**config.mk**
```make
export PLATFORM = sky130hd
export DESIGN_NAME = uc_engine_port
export DESIGN_NICKNAME = d
export VERILOG_FILES = /design/src/rtl/uc_engine_port.sv
export SDC_FILE = /design/constraint.sdc
export NUM_CORES = 1
export LEC_CHECK = 0
export BUFFER_PORTS_ARGS = -buffer_cell sky130_fd_sc_hd__buf_2
export CORE_MARGIN = 10
export CORE_UTILIZATION = 45
export DETAILED_ROUTE_END_ITERATION = 16
export PLACE_DENSITY_LB_ADDON = 0.25
export SLEW_MARGIN = 20
export SYNTH_ARGS = -nofsm -noshare
export SYNTH_HDL_FRONTEND = slang
export SYNTH_SLANG_ARGS = --single-unit
```
**constraint.sdc**
```tcl
create_clock -name clk -period 2.7 [get_ports clk]
set_clock_uncertainty 0.05 [all_clocks]
set_input_delay 0.27 -clock clk [delete_from_list [all_inputs] [get_ports clk]]
set_output_delay 0.27 -clock clk [all_outputs]
set_load 0.03 [all_outputs]
```
**src/rtl/uc_engine_port.sv**
```systemverilog
// uc_engine_port: engine-side endpoint of the unit-clause arbiter protocol.
// Sources locally implied literals to the arbiter through an outbound queue,
// captures arbiter broadcasts into an inbound first-word-fall-through queue,
// and halts/flushes on conflict until the core restarts it.
// Optional feature macro: UCP_SELF_FILTER_EN (drop own echoed literals inbound).

`ifndef LIT_IDX_MAX
`define LIT_IDX_MAX 255
`endif

module uc_engine_port #(
  parameter int LIT_W     = $clog2(`LIT_IDX_MAX) + 1,
  parameter int IN_DEPTH  = 8,
  parameter int OUT_DEPTH = 4
) (
  input  logic                    clk,
  input  logic                    rst,
  input  logic signed [LIT_W-1:0] uca2eng,
  input  logic                    uca2eng_pop,
  input  logic                    conflict,
  output logic signed [LIT_W-1:0] eng2uca_min,
  output logic                    eng2uca_valid,
  output logic                    eng2uca_empty,
  output logic                    eng2uca_full,
  input  logic                    core_imp_valid,
  input  logic signed [LIT_W-1:0] core_imp_lit,
  output logic                    core_imp_ready,
  output logic                    core_uc_valid,
  output logic signed [LIT_W-1:0] core_uc_lit,
  input  logic                    core_uc_rd,
  input  logic                    core_restart,
  output logic                    halted,
  output logic                    overflow
);

  localparam int IN_AW  = $clog2(IN_DEPTH);
  localparam int IN_CW  = IN_AW + 1;
  localparam int OUT_AW = $clog2(OUT_DEPTH);
  localparam int OUT_CW = OUT_AW + 1;

  localparam logic [IN_CW-1:0]  IN_FULL_CNT  = IN_CW'(IN_DEPTH);
  localparam logic [IN_CW-1:0]  IN_ALMOST    = IN_CW'(IN_DEPTH - 1);
  localparam logic [OUT_CW-1:0] OUT_FULL_CNT = OUT_CW'(OUT_DEPTH);

  typedef enum logic {ST_RUN = 1'b0, ST_HALT = 1'b1} state_t;

  state_t state_q, state_d;

  logic signed [LIT_W-1:0] out_mem_q [OUT_DEPTH];
  logic signed [LIT_W-1:0] in_mem_q  [IN_DEPTH];

  logic [OUT_AW-1:0] out_wr_ptr_q, out_wr_ptr_d, out_rd_ptr_q, out_rd_ptr_d;
  logic [OUT_CW-1:0] out_count_q, out_count_d;
  logic [IN_AW-1:0]  in_wr_ptr_q, in_wr_ptr_d, in_rd_ptr_q, in_rd_ptr_d;
  logic [IN_CW-1:0]  in_count_q, in_count_d;
  logic              overflow_q, overflow_d;

  logic                    run;
  logic                    out_nonempty, in_nonempty, in_is_full;
  logic                    out_has_room;
  logic signed [LIT_W-1:0] out_head, in_head;
  logic                    out_push, out_pop, in_wr_req, in_rd;
  logic                    out_we, in_we;

  assign run          = (state_q == ST_RUN);
  assign out_nonempty = (out_count_q != '0);
  assign in_nonempty  = (in_count_q != '0);
  assign in_is_full   = (in_count_q == IN_FULL_CNT);
  assign out_has_room = (out_count_q < OUT_FULL_CNT);
  assign out_head     = out_mem_q[out_rd_ptr_q];
  assign in_head      = in_mem_q[in_rd_ptr_q];

  // Raw request decode; the FSM below gates these with RUN and conflict.
  // Room is judged from the registered count, so a same-cycle pop never frees a slot.
  assign out_push = core_imp_valid && out_has_room && (core_imp_lit != '0);
  assign out_pop  = uca2eng_pop && out_nonempty && (uca2eng == out_head);
  assign in_rd    = core_uc_rd && in_nonempty;

`ifdef UCP_SELF_FILTER_EN
  // An echo of our own head literal is already known locally; keep it out of the inbound queue.
  assign in_wr_req = uca2eng_pop && !out_pop;
`else
  assign in_wr_req = uca2eng_pop;
`endif

  // Next-state decode: FSM transitions, queue pointer/count updates, overflow tracking.
  always_comb begin
    state_d      = state_q;
    out_wr_ptr_d = out_wr_ptr_q;
    out_rd_ptr_d = out_rd_ptr_q;
    out_count_d  = out_count_q;
    in_wr_ptr_d  = in_wr_ptr_q;
    in_rd_ptr_d  = in_rd_ptr_q;
    in_count_d   = in_count_q;
    overflow_d   = overflow_q;
    out_we       = 1'b0;
    in_we        = 1'b0;
    case (state_q)
      ST_RUN: begin
        if (conflict) begin
          // Conflict wins over any same-cycle traffic and flushes both queues.
          state_d      = ST_HALT;
          out_wr_ptr_d = '0;
          out_rd_ptr_d = '0;
          out_count_d  = '0;
          in_wr_ptr_d  = '0;
          in_rd_ptr_d  = '0;
          in_count_d   = '0;
        end else begin
          out_we = out_push;
          if (out_push) out_wr_ptr_d = out_wr_ptr_q + OUT_AW'(1);
          if (out_pop)  out_rd_ptr_d = out_rd_ptr_q + OUT_AW'(1);
          if (out_push && !out_pop)      out_count_d = out_count_q + OUT_CW'(1);
          else if (!out_push && out_pop) out_count_d = out_count_q - OUT_CW'(1);

          // A full queue still takes a write when the head is consumed in the same cycle.
          in_we = in_wr_req && (!in_is_full || in_rd);
          if (in_wr_req && in_is_full && !in_rd) overflow_d = 1'b1;
          if (in_we) in_wr_ptr_d = in_wr_ptr_q + IN_AW'(1);
          if (in_rd) in_rd_ptr_d = in_rd_ptr_q + IN_AW'(1);
          if (in_we && !in_rd)      in_count_d = in_count_q + IN_CW'(1);
          else if (!in_we && in_rd) in_count_d = in_count_q - IN_CW'(1);
        end
      end
      ST_HALT: begin
        if (core_restart && !conflict) state_d = ST_RUN;
      end
      default: state_d = ST_RUN;
    endcase
  end

  // State, pointer, count and sticky overflow registers.
  always_ff @(posedge clk) begin
    if (rst) begin
      state_q      <= ST_RUN;
      out_wr_ptr_q <= '0;
      out_rd_ptr_q <= '0;
      out_count_q  <= '0;
      in_wr_ptr_q  <= '0;
      in_rd_ptr_q  <= '0;
      in_count_q   <= '0;
      overflow_q   <= 1'b0;
    end else begin
      state_q      <= state_d;
      out_wr_ptr_q <= out_wr_ptr_d;
      out_rd_ptr_q <= out_rd_ptr_d;
      out_count_q  <= out_count_d;
      in_wr_ptr_q  <= in_wr_ptr_d;
      in_rd_ptr_q  <= in_rd_ptr_d;
      in_count_q   <= in_count_d;
      overflow_q   <= overflow_d;
    end
  end

  // Queue storage: one write-enabled register per entry; contents are only
  // observed through the counts, so no reset is needed.
  genvar gi;
  generate
    for (gi = 0; gi < OUT_DEPTH; gi++) begin : g_out_mem
      // Capture an accepted implied literal into its slot.
      always_ff @(posedge clk) begin
        if (out_we && (out_wr_ptr_q == OUT_AW'(gi))) out_mem_q[gi] <= core_imp_lit;
      end
    end
    for (gi = 0; gi < IN_DEPTH; gi++) begin : g_in_mem
      // Capture an accepted broadcast literal into its slot.
      always_ff @(posedge clk) begin
        if (in_we && (in_wr_ptr_q == IN_AW'(gi))) in_mem_q[gi] <= uca2eng;
      end
    end
  endgenerate

  // Outputs decode registered state only; HALT forces the handshake outputs idle.
  assign eng2uca_valid  = run && out_nonempty;
  assign eng2uca_empty  = !eng2uca_valid;
  assign eng2uca_min    = eng2uca_valid ? out_head : '0;
  assign eng2uca_full   = run && (in_count_q >= IN_ALMOST);
  assign core_imp_ready = run && out_has_room;
  assign core_uc_valid  = run && in_nonempty;
  assign core_uc_lit    = core_uc_valid ? in_head : '0;
  assign halted         = !run;
  assign overflow       = overflow_q;

endmodule
```
# After elaboration in Yosys (flattened, before gate mapping)
# Memories as Yosys holds them, arrays and structs flattened. A register that Yosys moved wholly into a read port is not among the register bits.
# Index checks and enable logic that the tools add are counted.
[totals] mem_bits_rw=108 ff_bits=19 in_bits=25 n_memories=2 elab_cells=180 mem_bits_ro=0 latch_bits=0
[op_classes] n_mux=81 n_lt_le_gt_ge=2 div=0 n_eq_ne=12 mul=0 shifts=0 add_sub_neg=8 n_bitwise=2 n_reduce_logical=65
[mem_list] name="in_mem_q" depth=8 width=9 read_ports=1 rd_clocked_by_memory_dff=1 write_ports=1 line="50" rtl="logic signed [LIT_W-1:0] in_mem_q [IN_DEPTH];"
[mem_list] name="out_mem_q" depth=4 width=9 read_ports=1 rd_clocked_by_memory_dff=1 write_ports=1 line="49" rtl="logic signed [LIT_W-1:0] out_mem_q [OUT_DEPTH];"
[op_table] op="9-bit 2-to-1 mux" count=12
[op_table] op="9-bit OR reduction" count=10
[op_table] op="3-bit 2-to-1 mux" count=16
[op_table] op="1-bit 2-to-1 mux" count=40
[op_table] op="1-bit logical AND" count=29
[op_table] op="2-bit 2-to-1 mux" count=9
[op_table] op="3-bit == test, second input constant" count=4
[op_table] op="4-bit 2-to-1 mux" count=3
[op_table] op="2-bit AND reduction" count=6
[op_table] op="3-bit by 1-bit adder with 3-bit output, second input constant" count=3
[op_table] op="9-bit == test" count=1
[op_table] op="3-bit nonzero test" count=3
[op_table] op="9-bit nonzero test" count=1
[op_table] op="2-bit nonzero test" count=4
[op_table] op="1-bit logical NOT" count=7
[op_table] op="3-bit by 2-bit == test with 1-bit output, second input constant" count=2
[op_table] op="2-bit by 1-bit adder with 2-bit output, second input constant" count=2
[op_table] op="4-bit by 1-bit adder with 4-bit output, second input constant" count=1
[op_table] op="2-bit == test, second input constant" count=2
[op_table] op="4-bit == test, second input constant" count=1
[op_table] op="4-bit by 3-bit greater-or-equal comparator with 1-bit output, second input constant" count=1
[op_table] op="4-bit nonzero test" count=1
[op_table] op="4-bit by 1-bit subtractor with 4-bit output, second input constant" count=1
[op_table] op="3-bit by 1-bit == test with 1-bit output, second input constant" count=1
[op_table] op="other kinds (9)" count=10

# Logic depth before layout (Yosys ltp)
[logic_depth] depth_word=17 mapped_depth=11 ltp_nobuf=9

# Worst setup path after synthesis
# Ideal clock, no wire load.
[synth_timing] kind="register to register" start="reg in_count_q[0]" end="reg in_count_q[3]" synth_period_minus_slack_ps=2595 arrival_time_ps=2476 stages_incl_launch_ff=11 setup_time_ps=70 path_slack_ps=105 path_buffers=2 path_cell_list="dfxtp_1 -> buf_2 -> or3_1 -> clkbuf_1 -> o211ai_2 -> ha_1 -> a21o_1 -> a21oi_1 -> xnor2_1 -> or3b_2 -> a21oi_1"
[synth_via] elab_chain_cells=8
[synth_rtl] element="start: declaration" line="55" rtl="logic [IN_CW-1:0] in_count_q, in_count_d;"
[synth_rtl] element="start signal: assignment" line="150" rtl="in_count_q <= in_count_d;"
[synth_rtl] element="branches (longest 8 deep; another with 4-bit by 1-bit subtractor with 4-bit output)"
# Several ways; the timed one is not identified. The select of a mux whose other input is x is not followed.
# A chain may end at the register's enable or synchronous reset.

==> results.json <==
{
  "gr-usage-all-layers": 0.144,
  "cts_repair_resize_count": 0,
  "ctsHoldBuffers": 0,
  "initial_core_util": 0.461,
  "route.detailed.wl_per_inst_um": 19.1,
  "layout_common_cells": "sky130_fd_sc_hd__edfxtp_1 (108), sky130_fd_sc_hd__buf_2 (49), sky130_fd_sc_hd__nor2_1 (33), sky130_fd_sc_hd__dfxtp_1 (24), sky130_fd_sc_hd__mux4_2 (19)",
  "relSlewSlack": 0.553,
  "leakage_dissipation_uw": 0.00247,
  "synth_simple_gate_area_share": 0.0911,
  "synth.lib_cells_used.distinct": 57,
  "synth.net_count": 421,
  "synthAdderAreaFrac": 0.0348,
  "clock_tree.buffer_depth": 2,
  "synth-warning-count": 0,
  "timing.setup.critical_path_class": "reg2reg",
  "synthMuxAreaShare": 0.125,
  "fin_crit_ns": 2.58,
  "synth-edff-count": 108,
  "detailed_place.area_um2": 6310,
  "root_buffer": "sky130_fd_sc_hd__clkbuf_16",
  "timing.reg2reg.setup_slack_ns": 0.12,
  "clock_latency_ns": 0.42,
  "top_level_ports": 50,
  "drv_slew": 0,
  "numClockSinks": 132,
  "timing.fmax_ghz": 0.387,
  "synth_top_area_cell": "sky130_fd_sc_hd__edfxtp_1",
  "final_hold_viol_count": 0,
  "dominant_combinational_cell_family_by_area_after_synthesis": "multiplexers",
  "port_buffers": 49,
  "grt_antenna_before_repair": 0,
  "dp_hpwl_um": 8350,
  "crit_arrival_ns": 2.87,
  "die_w_um": 134,
  "min-delay-path-class": "in2reg",
  "setup_total_negative_slack_ns": 0,
  "vdd_drop_max_mv": 0.592,
  "ys_async_sr_fraction": 0,
  "timing.critical_path.required_ns": 2.99,
  "ys_top_cells_by_area": "sky130_fd_sc_hd__edfxtp_1 (56%), sky130_fd_sc_hd__dfxtp_1 (8.3%), sky130_fd_sc_hd__mux4_2 (7.4%)",
  "crit_path_start_kind": "flop",
  "synth_xor_xnor_area_share": 0.0166,
  "maxCapViolations": 0,
  "grt_first_pass_wirelength_um": 19800,
  "synth-compound-area-share": 0.0647,
  "globalplace.congestion": 0.835,
  "ff_latch_area_um2": 3720,
  "ant_nets": 0,
  "postSynth.topFlopCell": "sky130_fd_sc_hd__edfxtp_1",
  "tritoncts_clock_tree": "built",
  "synth-seq-cells": 132,
  "worstSetupEndpointType": "flop",
  "route.vias.total": 3392,
  "worstPathMaxFanout": 9,
  "vias_in_the_first_global_route": 3630,
  "n_fill_cell": 1061,
  "level_count_of_the_clock_h_tree": 4,
  "syn-mean-instance-area_um2": 15.3,
  "multi_input_comb_area_um2": 1970,
  "tightestPinTransition_ns": 0.669,
  "final-setup-viol-count": 0,
  "post-route-drc-count": 0,
  "outcome": "finished, final reports clean",
  "violation_count_after_the_first_detailed_route_iteration": 210,
  "fp.dieArea_um2": 17900,
  "final_layout_size_suffix_gt1_frac": 0.281,
  "postCtsSetupRepairBufs": 0,
  "synthesis.instances": 381,
  "detail_route.wirelength_um": 12100,
  "viasPerCell": 5.38,
  "fp-row-count": 41,
  "mappedNetlistArea_um2": 5820,
  "yosysSeqAreaShare": 0.640,
  "areaGrowthSynthToFinish_pct": 19.2,
  "design.final.nets": 488,
  "final.period_utilization": 0.957,
  "die_h_um": 134,
  "globalRoute.totalOverflow": 0,
  "finalHoldWorstSlack_ns": 0.0383,
  "core-area_um2": 12600,
  "power_density_nw_per_um2": 709,
  "antenna_cells_inserted": 0,
  "final_area_um2": 6940,
  "detailedRoute.firstPassIterationCount": 5,
  "final_common_cell": "sky130_fd_sc_hd__edfxtp_1",
  "cts_buffers": 17,
  "rsz0062_at_grt": "no",
  "clk_pin_slew_ns": 0.06,
  "grt_max_degree": 24,
  "post_synth_top_area_share": 0.557
}
Yosys cell counts, drive strengths merged, types with 3 or more instances:
cell type	number
nor3	6
o21ai	11
o31ai	3
clkbuf	7
edfxtp	108
inv	17
mux4	27
and2	14
nor4	6
nor2	33
dfxtp	24
nand3	4
ha	13
nand4	3
and3	12
nand2	13
a31oi	3
xnor2	10
mux2i	9
a21oi	18
buf	9
where the power goes:
group | total [uW] | internal, uW | switching, uW
clock network | 2280 | 1440 | 833
registers | 2250 | 2230 | 20.6
logic | 395 | 141 | 254
flip-flops by register name (all words and copies together) (netlist names), named ones only:
name and cells:
out_wr_ptr_q 2, overflow 1, in_count_q 4, out_count_q 3, in_wr_ptr_q 3, halted 1
in_rd_ptr_q 3, in_mem_q 72, out_rd_ptr_q 2, out_mem_q 36
worst paths after layout:
check,startpoint,to,cells past startpoint
worst max-delay path,flop,out_count_q[1]$_SDFFE_PP0P_,9
worst min-delay path,core_imp_lit[8],out_mem_q[3][8]$_DFFE_PP_,1
worst max register to register,flop,out_count_q[1]$_SDFFE_PP0P_,9
worst min register to register,overflow$_SDFFE_PP0P_,overflow$_SDFFE_PP0P_,2
cells by family (layout without fill, tap and decap cells):
kind of cell,after synthesis,in the layout
DFF,132,132
adders and majority gates,15,15
and+or+nand+nor,102,102
AOI/OAI and AO/OA,51,51
buffers and inverters,34,112
muxes,36,36
xor gates and xnor gates,11,11
per-layer routing:
layer,vias to the layer above,routed length (um),track usage
met5,-,0,0
met4,0,68,0.0629
met3,4,599,0.0421
met2,73,6310,0.240
met1,1705,5110,0.170
li1,1610,-,-
critical path, cell delays in order, from the launching register on:
cell,delay (ns)
sky130_fd_sc_hd__dfxtp_1,0.35
sky130_fd_sc_hd__buf_12,0.14
sky130_fd_sc_hd__mux4_1,0.62
sky130_fd_sc_hd__xnor2_2,0.17
sky130_fd_sc_hd__and4_1,0.19
sky130_fd_sc_hd__a31oi_2,0.24
sky130_fd_sc_hd__fa_1,0.45
sky130_fd_sc_hd__nor2_1,0.10
sky130_fd_sc_hd__o21ai_0,0.08
sky130_fd_sc_hd__a21oi_1,0.12
layout make-up:
type	instances	share of cell area
well taps	172	0.0310
clock buffers	18	0.0619
multi-input cells	215	0.284
inverters	17	0.00920
repair buffers	65	0.0545
clock inverters	12	0.0226
flip-flops and latches	132	0.537
through the flow:
stage,worst slack (ns),power (uW),utilization,cells
3_5_place_dp,0.0891,2680,0.500,601
3_3_place_gp,0.136,2670,0.500,601
4_1_cts,0.0717,4950,0.547,631
2_1_floorplan,0.105,2540,-,381
6_report,0.117,4920,0.550,631
5_1_grt,0.00457,5090,0.550,631
No activity file was read; power rests on OpenSTA's default activity.
